File: config.mk
export PLATFORM = sky130hd
export DESIGN_NAME = oam_access_arbiter_flat
export DESIGN_NICKNAME = d
export VERILOG_FILES = /design/src/rtl/oam_access_arbiter_pkg.sv /design/src/rtl/oam_access_arbiter_if.sv /design/src/rtl/oam_dma_engine.sv /design/src/rtl/oam_access_arbiter.sv /design/src/flat_wrapper.sv
export SDC_FILE = /design/constraint.sdc
export NUM_CORES = 1
export LEC_CHECK = 0
export CORE_MARGIN = 3
export CORE_UTILIZATION = 40
export DETAILED_ROUTE_END_ITERATION = 16
export PLACE_DENSITY = 0.92
export SYNTH_ARGS = -nofsm -noshare
export SYNTH_HDL_FRONTEND = slang
export SYNTH_SLANG_ARGS = --single-unit
File: constraint.sdc
create_clock -name clk -period 4.4 [get_ports clk]
set_input_delay 0.88 -clock clk [delete_from_list [all_inputs] [get_ports clk]]
set_output_delay 0.88 -clock clk [all_outputs]
set_load 0.005 [all_outputs]
File: src/rtl/oam_access_arbiter_pkg.sv
// rtl/oam_access_arbiter_pkg.sv - shared OAM widths, FSM states and entry layout
package oam_pkg;

  localparam int OAM_ENTRIES = 64;
  localparam int OAM_INDEX_W = 6;
  localparam int OAM_ADDR_W  = 7;

  typedef enum logic [1:0] {
    IDLE,
    WR_LO,
    WR_HI
  } oam_state_t;

  typedef struct packed {
    logic [15:0] hi;
    logic [15:0] lo;
  } oam_entry_t;

endpackage

File: src/rtl/oam_access_arbiter_if.sv
// rtl/oam_access_arbiter_if.sv - CPU, DMA and OAM write-port signals of the arbiter
interface oam_access_arbiter_if;
  import oam_pkg::*;

  logic                   render_active;
  logic                   cpu_req;
  logic [OAM_INDEX_W-1:0] cpu_index;
  logic [31:0]            cpu_entry;
  logic                   cpu_ack;
  logic                   dma_start;
  logic [OAM_INDEX_W-1:0] dma_base;
  logic [6:0]             dma_count;
  logic                   dma_data_valid;
  logic [31:0]            dma_data;
  logic                   dma_data_ready;
  logic                   dma_busy;
  logic                   dma_done;
  logic [OAM_ADDR_W-1:0]  oam_write_addr;
  logic [15:0]            oam_write_data;
  logic                   oam_write_enable;

  modport slave (
    input  render_active, cpu_req, cpu_index, cpu_entry,
    input  dma_start, dma_base, dma_count, dma_data_valid, dma_data,
    output cpu_ack, dma_data_ready, dma_busy, dma_done,
    output oam_write_addr, oam_write_data, oam_write_enable
  );

  modport master (
    output render_active, cpu_req, cpu_index, cpu_entry,
    output dma_start, dma_base, dma_count, dma_data_valid, dma_data,
    input  cpu_ack, dma_data_ready, dma_busy, dma_done,
    input  oam_write_addr, oam_write_data, oam_write_enable
  );

endinterface

File: src/rtl/oam_dma_engine.sv
// rtl/oam_dma_engine.sv - DMA block-copy bookkeeping: base/count latch, entry index, busy and done
module oam_dma_engine
  import oam_pkg::*;
#(
  parameter int ENTRIES = OAM_ENTRIES
) (
  input  logic                   clk,
  input  logic                   reset,
  input  logic                   dma_start,
  input  logic [OAM_INDEX_W-1:0] dma_base,
  input  logic [6:0]             dma_count,
  input  logic                   consume,
  input  logic                   entry_done,
  output logic                   busy,
  output logic                   done,
  output logic [OAM_INDEX_W-1:0] index
);

  localparam logic [OAM_INDEX_W-1:0] LAST_INDEX = OAM_INDEX_W'(ENTRIES - 1);

  logic [6:0] remaining_q;

  // remaining_q drops on consume, so it already reads zero during the last entry's WR_HI
  always_ff @(posedge clk or posedge reset) begin
    if (reset) begin
      busy        <= 1'b0;
      done        <= 1'b0;
      index       <= '0;
      remaining_q <= '0;
    end else begin
      done <= 1'b0;
      if (!busy) begin
        if (dma_start) begin
          index       <= dma_base;
          remaining_q <= dma_count;
          if (dma_count == 7'd0) begin
            done <= 1'b1;
          end else begin
            busy <= 1'b1;
          end
        end
      end else begin
        if (consume) begin
          index       <= (index == LAST_INDEX) ? '0 : index + 1'b1;
          remaining_q <= remaining_q - 7'd1;
        end
        if (entry_done && (remaining_q == 7'd0)) begin
          busy <= 1'b0;
          done <= 1'b1;
        end
      end
    end
  end

endmodule

File: src/rtl/oam_access_arbiter.sv
// rtl/oam_access_arbiter.sv - CPU/DMA arbiter writing 32-bit entries as two 16-bit OAM words
// DMA path present only when OAM_DMA_EN is defined; otherwise the CPU is the sole requester.
module oam_access_arbiter
  import oam_pkg::*;
#(
  parameter int ENTRIES  = OAM_ENTRIES,
  parameter bit RR_START = 1'b0
) (
  input logic                clk,
  input logic                reset,
  oam_access_arbiter_if.slave bus
);

  oam_state_t             state_q, state_d;
  logic [OAM_INDEX_W-1:0] index_q;
  oam_entry_t             entry_q;
  logic                   owner_dma_q;
  logic                   rr_q;
  logic                   cpu_elig, dma_elig;
  logic                   grant_cpu, grant_dma;
  logic [OAM_INDEX_W-1:0] dma_idx;
  logic [31:0]            dma_entry;
  logic                   we, ack;
  logic [OAM_ADDR_W-1:0]  addr;
  logic [15:0]            data;

  assign cpu_elig = bus.cpu_req & ~bus.render_active;

`ifdef OAM_DMA_EN
  logic                   dma_busy, dma_done, entry_done;
  logic [OAM_INDEX_W-1:0] dma_index;

  assign entry_done = (state_q == WR_HI) && owner_dma_q;

  oam_dma_engine #(.ENTRIES(ENTRIES)) u_dma (
    .clk        (clk),
    .reset      (reset),
    .dma_start  (bus.dma_start),
    .dma_base   (bus.dma_base),
    .dma_count  (bus.dma_count),
    .consume    (grant_dma),
    .entry_done (entry_done),
    .busy       (dma_busy),
    .done       (dma_done),
    .index      (dma_index)
  );

  assign dma_elig     = dma_busy & bus.dma_data_valid & ~bus.render_active;
  assign dma_idx      = dma_index;
  assign dma_entry    = bus.dma_data;
  assign bus.dma_busy = dma_busy;
  assign bus.dma_done = dma_done;
`else
  logic unused_dma;

  assign unused_dma   = ^{bus.dma_start, bus.dma_base, bus.dma_count,
                          bus.dma_data_valid, bus.dma_data, 7'(ENTRIES)};
  assign dma_elig     = 1'b0;
  assign dma_idx      = '0;
  assign dma_entry    = '0;
  assign bus.dma_busy = 1'b0;
  assign bus.dma_done = 1'b0;
`endif

  always_ff @(posedge clk or posedge reset) begin
    if (reset) begin
      state_q <= IDLE;
    end else begin
      state_q <= state_d;
    end
  end

  always_comb begin
    state_d   = state_q;
    grant_cpu = 1'b0;
    grant_dma = 1'b0;
    we        = 1'b0;
    ack       = 1'b0;
    addr      = '0;
    data      = '0;
    case (state_q)
      IDLE: begin
        grant_dma = dma_elig & (~cpu_elig | rr_q);
        grant_cpu = cpu_elig & ~grant_dma;
        if (grant_cpu || grant_dma) begin
          state_d = WR_LO;
        end
      end
      WR_LO: begin
        we      = 1'b1;
        addr    = {index_q, 1'b0};
        data    = entry_q.lo;
        state_d = WR_HI;
      end
      WR_HI: begin
        we      = 1'b1;
        addr    = {index_q, 1'b1};
        data    = entry_q.hi;
        ack     = ~owner_dma_q;
        state_d = IDLE;
      end
      default: state_d = IDLE;
    endcase
  end

  // the pointer only moves when both sides actually contended for this slot
  always_ff @(posedge clk or posedge reset) begin
    if (reset) begin
      index_q     <= '0;
      entry_q     <= '0;
      owner_dma_q <= 1'b0;
      rr_q        <= RR_START;
    end else if (state_q == IDLE) begin
      if (grant_cpu) begin
        index_q     <= bus.cpu_index;
        entry_q     <= bus.cpu_entry;
        owner_dma_q <= 1'b0;
      end else if (grant_dma) begin
        index_q     <= dma_idx;
        entry_q     <= dma_entry;
        owner_dma_q <= 1'b1;
      end
      if (cpu_elig && dma_elig) begin
        rr_q <= ~rr_q;
      end
    end
  end

  assign bus.oam_write_enable = we;
  assign bus.oam_write_addr   = addr;
  assign bus.oam_write_data   = data;
  assign bus.cpu_ack          = ack;
  assign bus.dma_data_ready   = grant_dma;

endmodule

File: src/flat_wrapper.sv
// flat-port wrapper written by rule: the top's interface ports become plain ports
module oam_access_arbiter_flat import oam_pkg::*;
#(
  parameter int ENTRIES  = OAM_ENTRIES,
  parameter bit RR_START = 1'b0
)
  (clk, reset, bus_render_active, bus_cpu_req, bus_cpu_index, bus_cpu_entry, bus_dma_start, bus_dma_base, bus_dma_count, bus_dma_data_valid, bus_dma_data, bus_cpu_ack, bus_dma_data_ready, bus_dma_busy, bus_dma_done, bus_oam_write_addr, bus_oam_write_data, bus_oam_write_enable);
  oam_access_arbiter_if bus_i ();
  input logic clk;
  input logic reset;
  input wire logic [$bits(bus_i.render_active)-1:0] bus_render_active;
  input wire logic [$bits(bus_i.cpu_req)-1:0] bus_cpu_req;
  input wire logic [$bits(bus_i.cpu_index)-1:0] bus_cpu_index;
  input wire logic [$bits(bus_i.cpu_entry)-1:0] bus_cpu_entry;
  input wire logic [$bits(bus_i.dma_start)-1:0] bus_dma_start;
  input wire logic [$bits(bus_i.dma_base)-1:0] bus_dma_base;
  input wire logic [$bits(bus_i.dma_count)-1:0] bus_dma_count;
  input wire logic [$bits(bus_i.dma_data_valid)-1:0] bus_dma_data_valid;
  input wire logic [$bits(bus_i.dma_data)-1:0] bus_dma_data;
  output wire logic [$bits(bus_i.cpu_ack)-1:0] bus_cpu_ack;
  output wire logic [$bits(bus_i.dma_data_ready)-1:0] bus_dma_data_ready;
  output wire logic [$bits(bus_i.dma_busy)-1:0] bus_dma_busy;
  output wire logic [$bits(bus_i.dma_done)-1:0] bus_dma_done;
  output wire logic [$bits(bus_i.oam_write_addr)-1:0] bus_oam_write_addr;
  output wire logic [$bits(bus_i.oam_write_data)-1:0] bus_oam_write_data;
  output wire logic [$bits(bus_i.oam_write_enable)-1:0] bus_oam_write_enable;
  assign bus_i.render_active = bus_render_active;
  assign bus_i.cpu_req = bus_cpu_req;
  assign bus_i.cpu_index = bus_cpu_index;
  assign bus_i.cpu_entry = bus_cpu_entry;
  assign bus_i.dma_start = bus_dma_start;
  assign bus_i.dma_base = bus_dma_base;
  assign bus_i.dma_count = bus_dma_count;
  assign bus_i.dma_data_valid = bus_dma_data_valid;
  assign bus_i.dma_data = bus_dma_data;
  assign bus_cpu_ack = bus_i.cpu_ack;
  assign bus_dma_data_ready = bus_i.dma_data_ready;
  assign bus_dma_busy = bus_i.dma_busy;
  assign bus_dma_done = bus_i.dma_done;
  assign bus_oam_write_addr = bus_i.oam_write_addr;
  assign bus_oam_write_data = bus_i.oam_write_data;
  assign bus_oam_write_enable = bus_i.oam_write_enable;
  oam_access_arbiter #(.ENTRIES(ENTRIES), .RR_START(RR_START)) u_core (.clk(clk), .reset(reset), .bus(bus_i));
endmodule
==> summary.txt, run 1 <==
# rows -> 24
DR iter-0 viols -> 42
Die Y-Extent -> 76.1 um
Slowest-stage cell, CP -> ha_1
fill count -> 358
initial antenna violation count -> 0
Fin. Hold Viols -> 0
Sum Neg Setup Slack -> 0 ns
CTS buffer count -> 5
wire length per cell -> 14.4 um
worst skew pair latency -> 0.28 ns
Crit Path Max Fanout -> 19
H-tree levels -> 2
Crit. path cell count -> 5
relative slew slack -> 27.0%
core box area -> 4530 um2
Syn. warnings -> 0
post-DP HPWL -> 2750 um
gpl congestion -> 0.661
Antenna diodes -> 0
Worst R2R Path Depth -> 4
I/O pins -> 117
Die ar. -> 5790 um2
Crit path largest cell delay -> 0.64 ns
largest net degree at the start of global routing -> 41
Post CTS Setup Buffer Count -> 0
Hold WS -> 0.509 ns
Clock Skew -> 0.00546 ns
fin crit share -> 74.2%
DRT Wirelength -> 3930 um
Seq/Total Area, Yosys -> 50.9%
Synth area leaders -> dfrtp_1, mux2_4, mux2_2
first-pass GRT wire length -> 6690 um
Worst setup SP type -> register
GRT overflow -> 0
Synth Instances -> 145
Crit Path Class -> register to output port
CP endpoint kind -> output port
WP data required -> 3.52 ns
Port Buffers -> 66
CP cell instances -> inv_1 > ha_1 > o21a_1 > and2_1 > clkdlybuf4s50_1
Buf/Inv on CP -> 2
min-delay src -> u_core.index_q[2]
# hold bufs at CTS -> 0
CP delay by family, top -> adder cells
arrival time worst endpoint -> 2.38 ns
placed cell areas -> 2640 um2
# DRC -> 0
Unique masters post-synth -> 19
maximum clock path buffer count -> 2
Area Overhead vs Synth -> 39.0%
#FFs+latches synth -> 40
Worst setup startpoint -> u_core.state_q[0]
final-report setup violation count -> 0
hold path depth -> 1
Pleak -> 1.17 nW
Worst Tran Pin Value -> 1.09 ns
Post-CTS Resized -> 0
Final min period -> 3.26 ns
worst hold path class -> register to register
share of the synthesized area in the top cell type -> 50.9%
antenna-violating nets left -> 0
vias per cell -> 4.81
All-Layer GR Usage -> 14.1%
Max Clk Rate -> 0.306 GHz
number of global-route vias before repair -> 1,422
starting density of the core -> 43.3%
FF+latch area -> 1000 um2
Die W -> 76.1 um
Design Power -> 1.73 mW
Synth area leader -> dfrtp_1
max-cap violations -> 0
outcome -> complete, no violations
RSZ-0062 raised after global routing -> false
CTS tree -> built
Nets -> 301
power per cell area -> 633 nW/um2
maximum vdd ir drop -> 0.310 mV
CTS Root Cell -> clkbuf_8
Sinks on Clock Net -> 40
max-slew violation count -> 0
share of layout cells above drive strength 1 -> 23.1%
mean post-synth cell area -> 13.6 um2
via count -> 1,314
Pre-Repair DR Iteration Count -> 4
Multi-input gate area -> 870 um2
Synth Cell Area -> 1970 um2
Design Area, Final -> 2730 um2
worst r2r src -> u_core.state_q[0]
CTS clk-pin slew, worst paths -> 0.07 ns
[worst register-to-register path, stage by stage (launching register included)]
cell and delay, ns:
dfrtp_1 0.40, inv_1 0.08, ha_1 0.23, nand2_2 0.79
mux2_2 0.46
[final timing paths]
check	to	slack [ns]
worst max-delay path	bus_oam_write_addr[3]	1.14
worst min-delay path	u_core.index_q[2]	0.51
worst max register to register	u_core.entry_q[8]	2.32
worst min register to register	u_core.index_q[2]	0.51
max in group asynchronous	u_core.entry_q[30]	3.04
min in group asynchronous	u_core.entry_q[23]	1.02
[where the power goes]
| group | total [mW] | internal (mW) | switching [mW] | leakage (nW) |
|---|---|---|---|---|
| logic | 0.820 | 0.523 | 0.297 | 0.646 |
| registers | 0.657 | 0.556 | 0.101 | 0.474 |
| clock network | 0.252 | 0.139 | 0.113 | 0.0503 |
[final cells by class]
| class | count | share of cell area, % |
|---|---|---|
| clock buffer | 7 | 3.53 |
| sequential | 40 | 36.6 |
| tap | 65 | 2.98 |
| multi-input combinational | 90 | 31.8 |
| inverter | 4 | 0.550 |
| timing repair buffer | 67 | 24.5 |
[per-layer routing]
layer  wire length, um  GRT usage, %
met1              1700          16.4
met4                17          3.80
met3               215          4.85
met2              2000          24.8
met5                 0             0
[cell usage after synthesis, drive strengths merged]
master	instances
dfrtp	40
ha	4
a22oi	16
o21a	1
conb	1
nor2	2
buf	10
o31ai	1
nand2	1
mux2	38
o21ai	1
and2	6
nor2b	17
clkbuf	3
inv	4
[sequential cells by signal, summed over array words and instances, names as in the netlist]
register	count
u_core.entry_q	32
u_core.index_q	6
u_core.state_q	2
[logic make-up after synthesis]
family                   Yosys count  share of synthesized area, %
other                              1                         0.191
AND/OR/NAND/NOR                   26                          8.28
AO/OA/AOI/OAI                     19                          7.13
flip-flops                        40                          50.9
multiplexers                      38                          25.6
buffers and inverters             17                          5.35
adder cells (fa/ha/maj)            4                          2.55
[stage by stage]
| stage | setup slack (ns) | util (%) | instances |
|---|---|---|---|
| after floorplan | 2.18 | - | 147 |
| after global placement | 1.44 | 58.1 | 266 |
| after detailed placement | 1.38 | 58.1 | 266 |
| after CTS | 1.07 | 60.2 | 273 |
| after global routing | 0.940 | 60.2 | 273 |
| final | 1.14 | 60.2 | 273 |
[cells in the final DEF, fill, tap and decap left out]
cell type | netlist | layout
nor2_1 | 2 | 2
inv_1 | 4 | 3
a22oi_1 | 16 | 16
nor2b_4 | 1 | 1
o31ai_1 | 1 | 1
buf_4 | 4 | 1
clkinv_1 | 0 | 1
clkdlybuf4s50_1 | 0 | 66
o21ai_0 | 1 | 1
mux2_2 | 18 | 18
ha_1 | 4 | 4
nand2_2 | 0 | 1
nor2b_1 | 16 | 16
mux2_4 | 20 | 20
clkbuf_8 | 0 | 7
o21a_1 | 1 | 1
conb_1 | 1 | 3
dfrtp_1 | 40 | 40
and2_1 | 6 | 6
(Power assumes the default switching activity.)
==> run 2: changes to the inputs <==
CORE_UTILIZATION = 37   (was 40)
PLACE_DENSITY = 0.86   (was 0.92)
clock period = 3.2 ns   (was 4.4 ns; I/O delays follow)
==> summary.txt, run 2 (same netlist as run 1, synthesis figures left out) <==
Max Clk Rate -> 0.356 GHz
fin crit share -> 87.8%
wire length per cell -> 15.1 um (+5.0%)
gpl congestion -> 0.704 (+6.5%)
Area Overhead vs Synth -> 41.2%
Buf/Inv on CP -> 3 (+1)
via count -> 1,337 (+1.8%)
Crit Path Class -> register to output port
Pre-Repair DR Iteration Count -> 4 (unchanged)
power per cell area -> 878 nW/um2 (+39%)
worst hold path class -> register to register
Final min period -> 2.81 ns
Crit path largest cell delay -> 0.52 ns (-0.12 ns)
H-tree levels -> 2 (unchanged)
commonest non-fill, non-tap cell in the layout -> clkdlybuf4s50_1
Die Y-Extent -> 78.9 um (+3.7%)
worst skew pair latency -> 0.28 ns (about the same)
Sinks on Clock Net -> 40 (unchanged)
maximum clock path buffer count -> 2 (unchanged)
CTS tree -> built
All-Layer GR Usage -> 14.0% (-0.16 points)
most frequent cells in the layout -> clkdlybuf4s50_1, dfrtp_1, mux2_4
Crit Path Max Fanout -> 10 (-9)
Largest regs -> u_core.entry_q: 32 flops, u_core.index_q: 6 flops, u_core.state_q: 2 flops
CP cell instances -> inv_1 > ha_1 > buf_4 > a22oi_1 > nor2b_1 > clkdlybuf4s50_1
maximum vdd ir drop -> 0.392 mV (+26%)
Fin. Hold Viols -> 0 (unchanged)
antenna-violating nets left -> 0 (unchanged)
first-pass GRT wire length -> 6650 um (-0.63%)
Post CTS Setup Buffer Count -> 0 (unchanged)
Clock Skew -> 0.00424 ns (-0.00122 ns)
Sum Neg Setup Slack -> 0 ns (unchanged)
Die W -> 78.9 um (+3.7%)
Worst Tran Pin Value -> 0.627 ns (-0.465 ns)
Largest register FFs -> 32 (unchanged)
starting density of the core -> 40.0% (-3.3 points)
Design Power -> 2.44 mW (+41%)
final-report setup violation count -> 0 (unchanged)
# rows -> 25 (+4.2%)
DRT Wirelength -> 4220 um (+7.3%)
Post-CTS Resized -> 0 (unchanged)
post-DP HPWL -> 3130 um (+14%)
Antenna diodes -> 0 (unchanged)
pre-CTS setup slack -> 0.682 ns (-0.702 ns)
max-slew violation count -> 0 (unchanged)
Port Buffers -> 66 (unchanged)
PnR worst setup slack -> 0.390 ns (-0.747 ns)
CTS Root Cell -> clkbuf_8
CP endpoint kind -> output port
Die ar. -> 6220 um2 (+7.5%)
share of layout cells above drive strength 1 -> 24.5% (+1.5 points)
WP data required -> 2.56 ns (-0.96 ns)
arrival time worst endpoint -> 2.17 ns (-0.21 ns)
I/O pins -> 117 (unchanged)
vias per cell -> 4.79 (-0.44%)
CTS clk-pin slew, worst paths -> 0.07 ns (about the same)
Nets -> 305 (+1.3%)
relative slew slack -> 58.0% (+31 points)
DR iter-0 viols -> 41 (-2.4%)
max-cap violations -> 0 (unchanged)
Pleak -> 1.20 nW (+2.2%)
GRT overflow -> 0 (unchanged)
core box area -> 4910 um2 (+8.3%)
RSZ-0062 raised after global routing -> false
# hold bufs at CTS -> 0 (unchanged)
Worst setup SP type -> register
number of global-route vias before repair -> 1,391 (-2.2%)
largest net degree at the start of global routing -> 24 (-41%)
CP delay by family, top -> buffers and inverters
Reg with most FFs -> u_core.entry_q
initial antenna violation count -> 0 (unchanged)
outcome -> complete, no violations
CTS buffer count -> 5 (unchanged)
Slowest-stage cell, CP -> clkdlybuf4s50_1
# DRC -> 0 (unchanged)
==> run 2: changes by cell type in the layout (fill, tap and decap cells not counted) <==
cell    before  now
buf_4        1    4
buf_12       0    1
==> run 2: worst paths after layout <==
check,from,end,slack (ns),cells after the start
worst max-delay path,u_core.state_q[1],bus_oam_write_data[14],0.39,6
worst min-delay path,u_core.index_q[3],u_core.index_q[3],0.50,1
worst max register to register,u_core.state_q[0],u_core.entry_q[4],1.29,5
worst min register to register,u_core.index_q[3],u_core.index_q[3],0.50,1
max in group asynchronous,reset,u_core.entry_q[26],1.87,3
min in group asynchronous,reset,u_core.entry_q[5],0.66,2
==> run 2: layout make-up <==
cell class,instances,area (um2)
flip-flops and latches,40,1000
fillers,442,2130
inverters,4,15.0
well taps,67,83.8
multi-input cells,90,870
repair buffers,71,711
clock buffers,7,96.3
==> run 2: metrics by stage <==
step	instance area [um2]	std cells	hold slack (ns)	util, %
2_1_floorplan	1970	147	0.471	-
3_3_place_gp	2680	272	0.481	54.6
3_5_place_dp	2680	272	0.489	54.6
4_1_cts	2780	279	0.510	56.5
5_1_grt	2780	279	0.523	56.5
6_report	2780	279	0.505	56.5
==> run 2: power by group <==
group / internal (mW) / switching [mW]
Clock: 0.192 / 0.162
Combinational: 0.747 / 0.431
Sequential: 0.765 / 0.140
==> run 2: routing by layer <==
layer / wire length, um / track usage, % / share of wire, %
met5: 0 / 0 / 0
met2: 2150 / 23.5 / 51
met4: 50 / 4.12 / 1.2
met1: 1820 / 17.6 / 43
met3: 195 / 3.74 / 4.6
==> run 2: worst register-to-register path, stage by stage, from the launching register on <==
cell,delay [ns]
dfrtp_1,0.41
inv_1,0.08
ha_1,0.22
nand2_2,0.46
buf_12,0.26
mux2_2,0.36
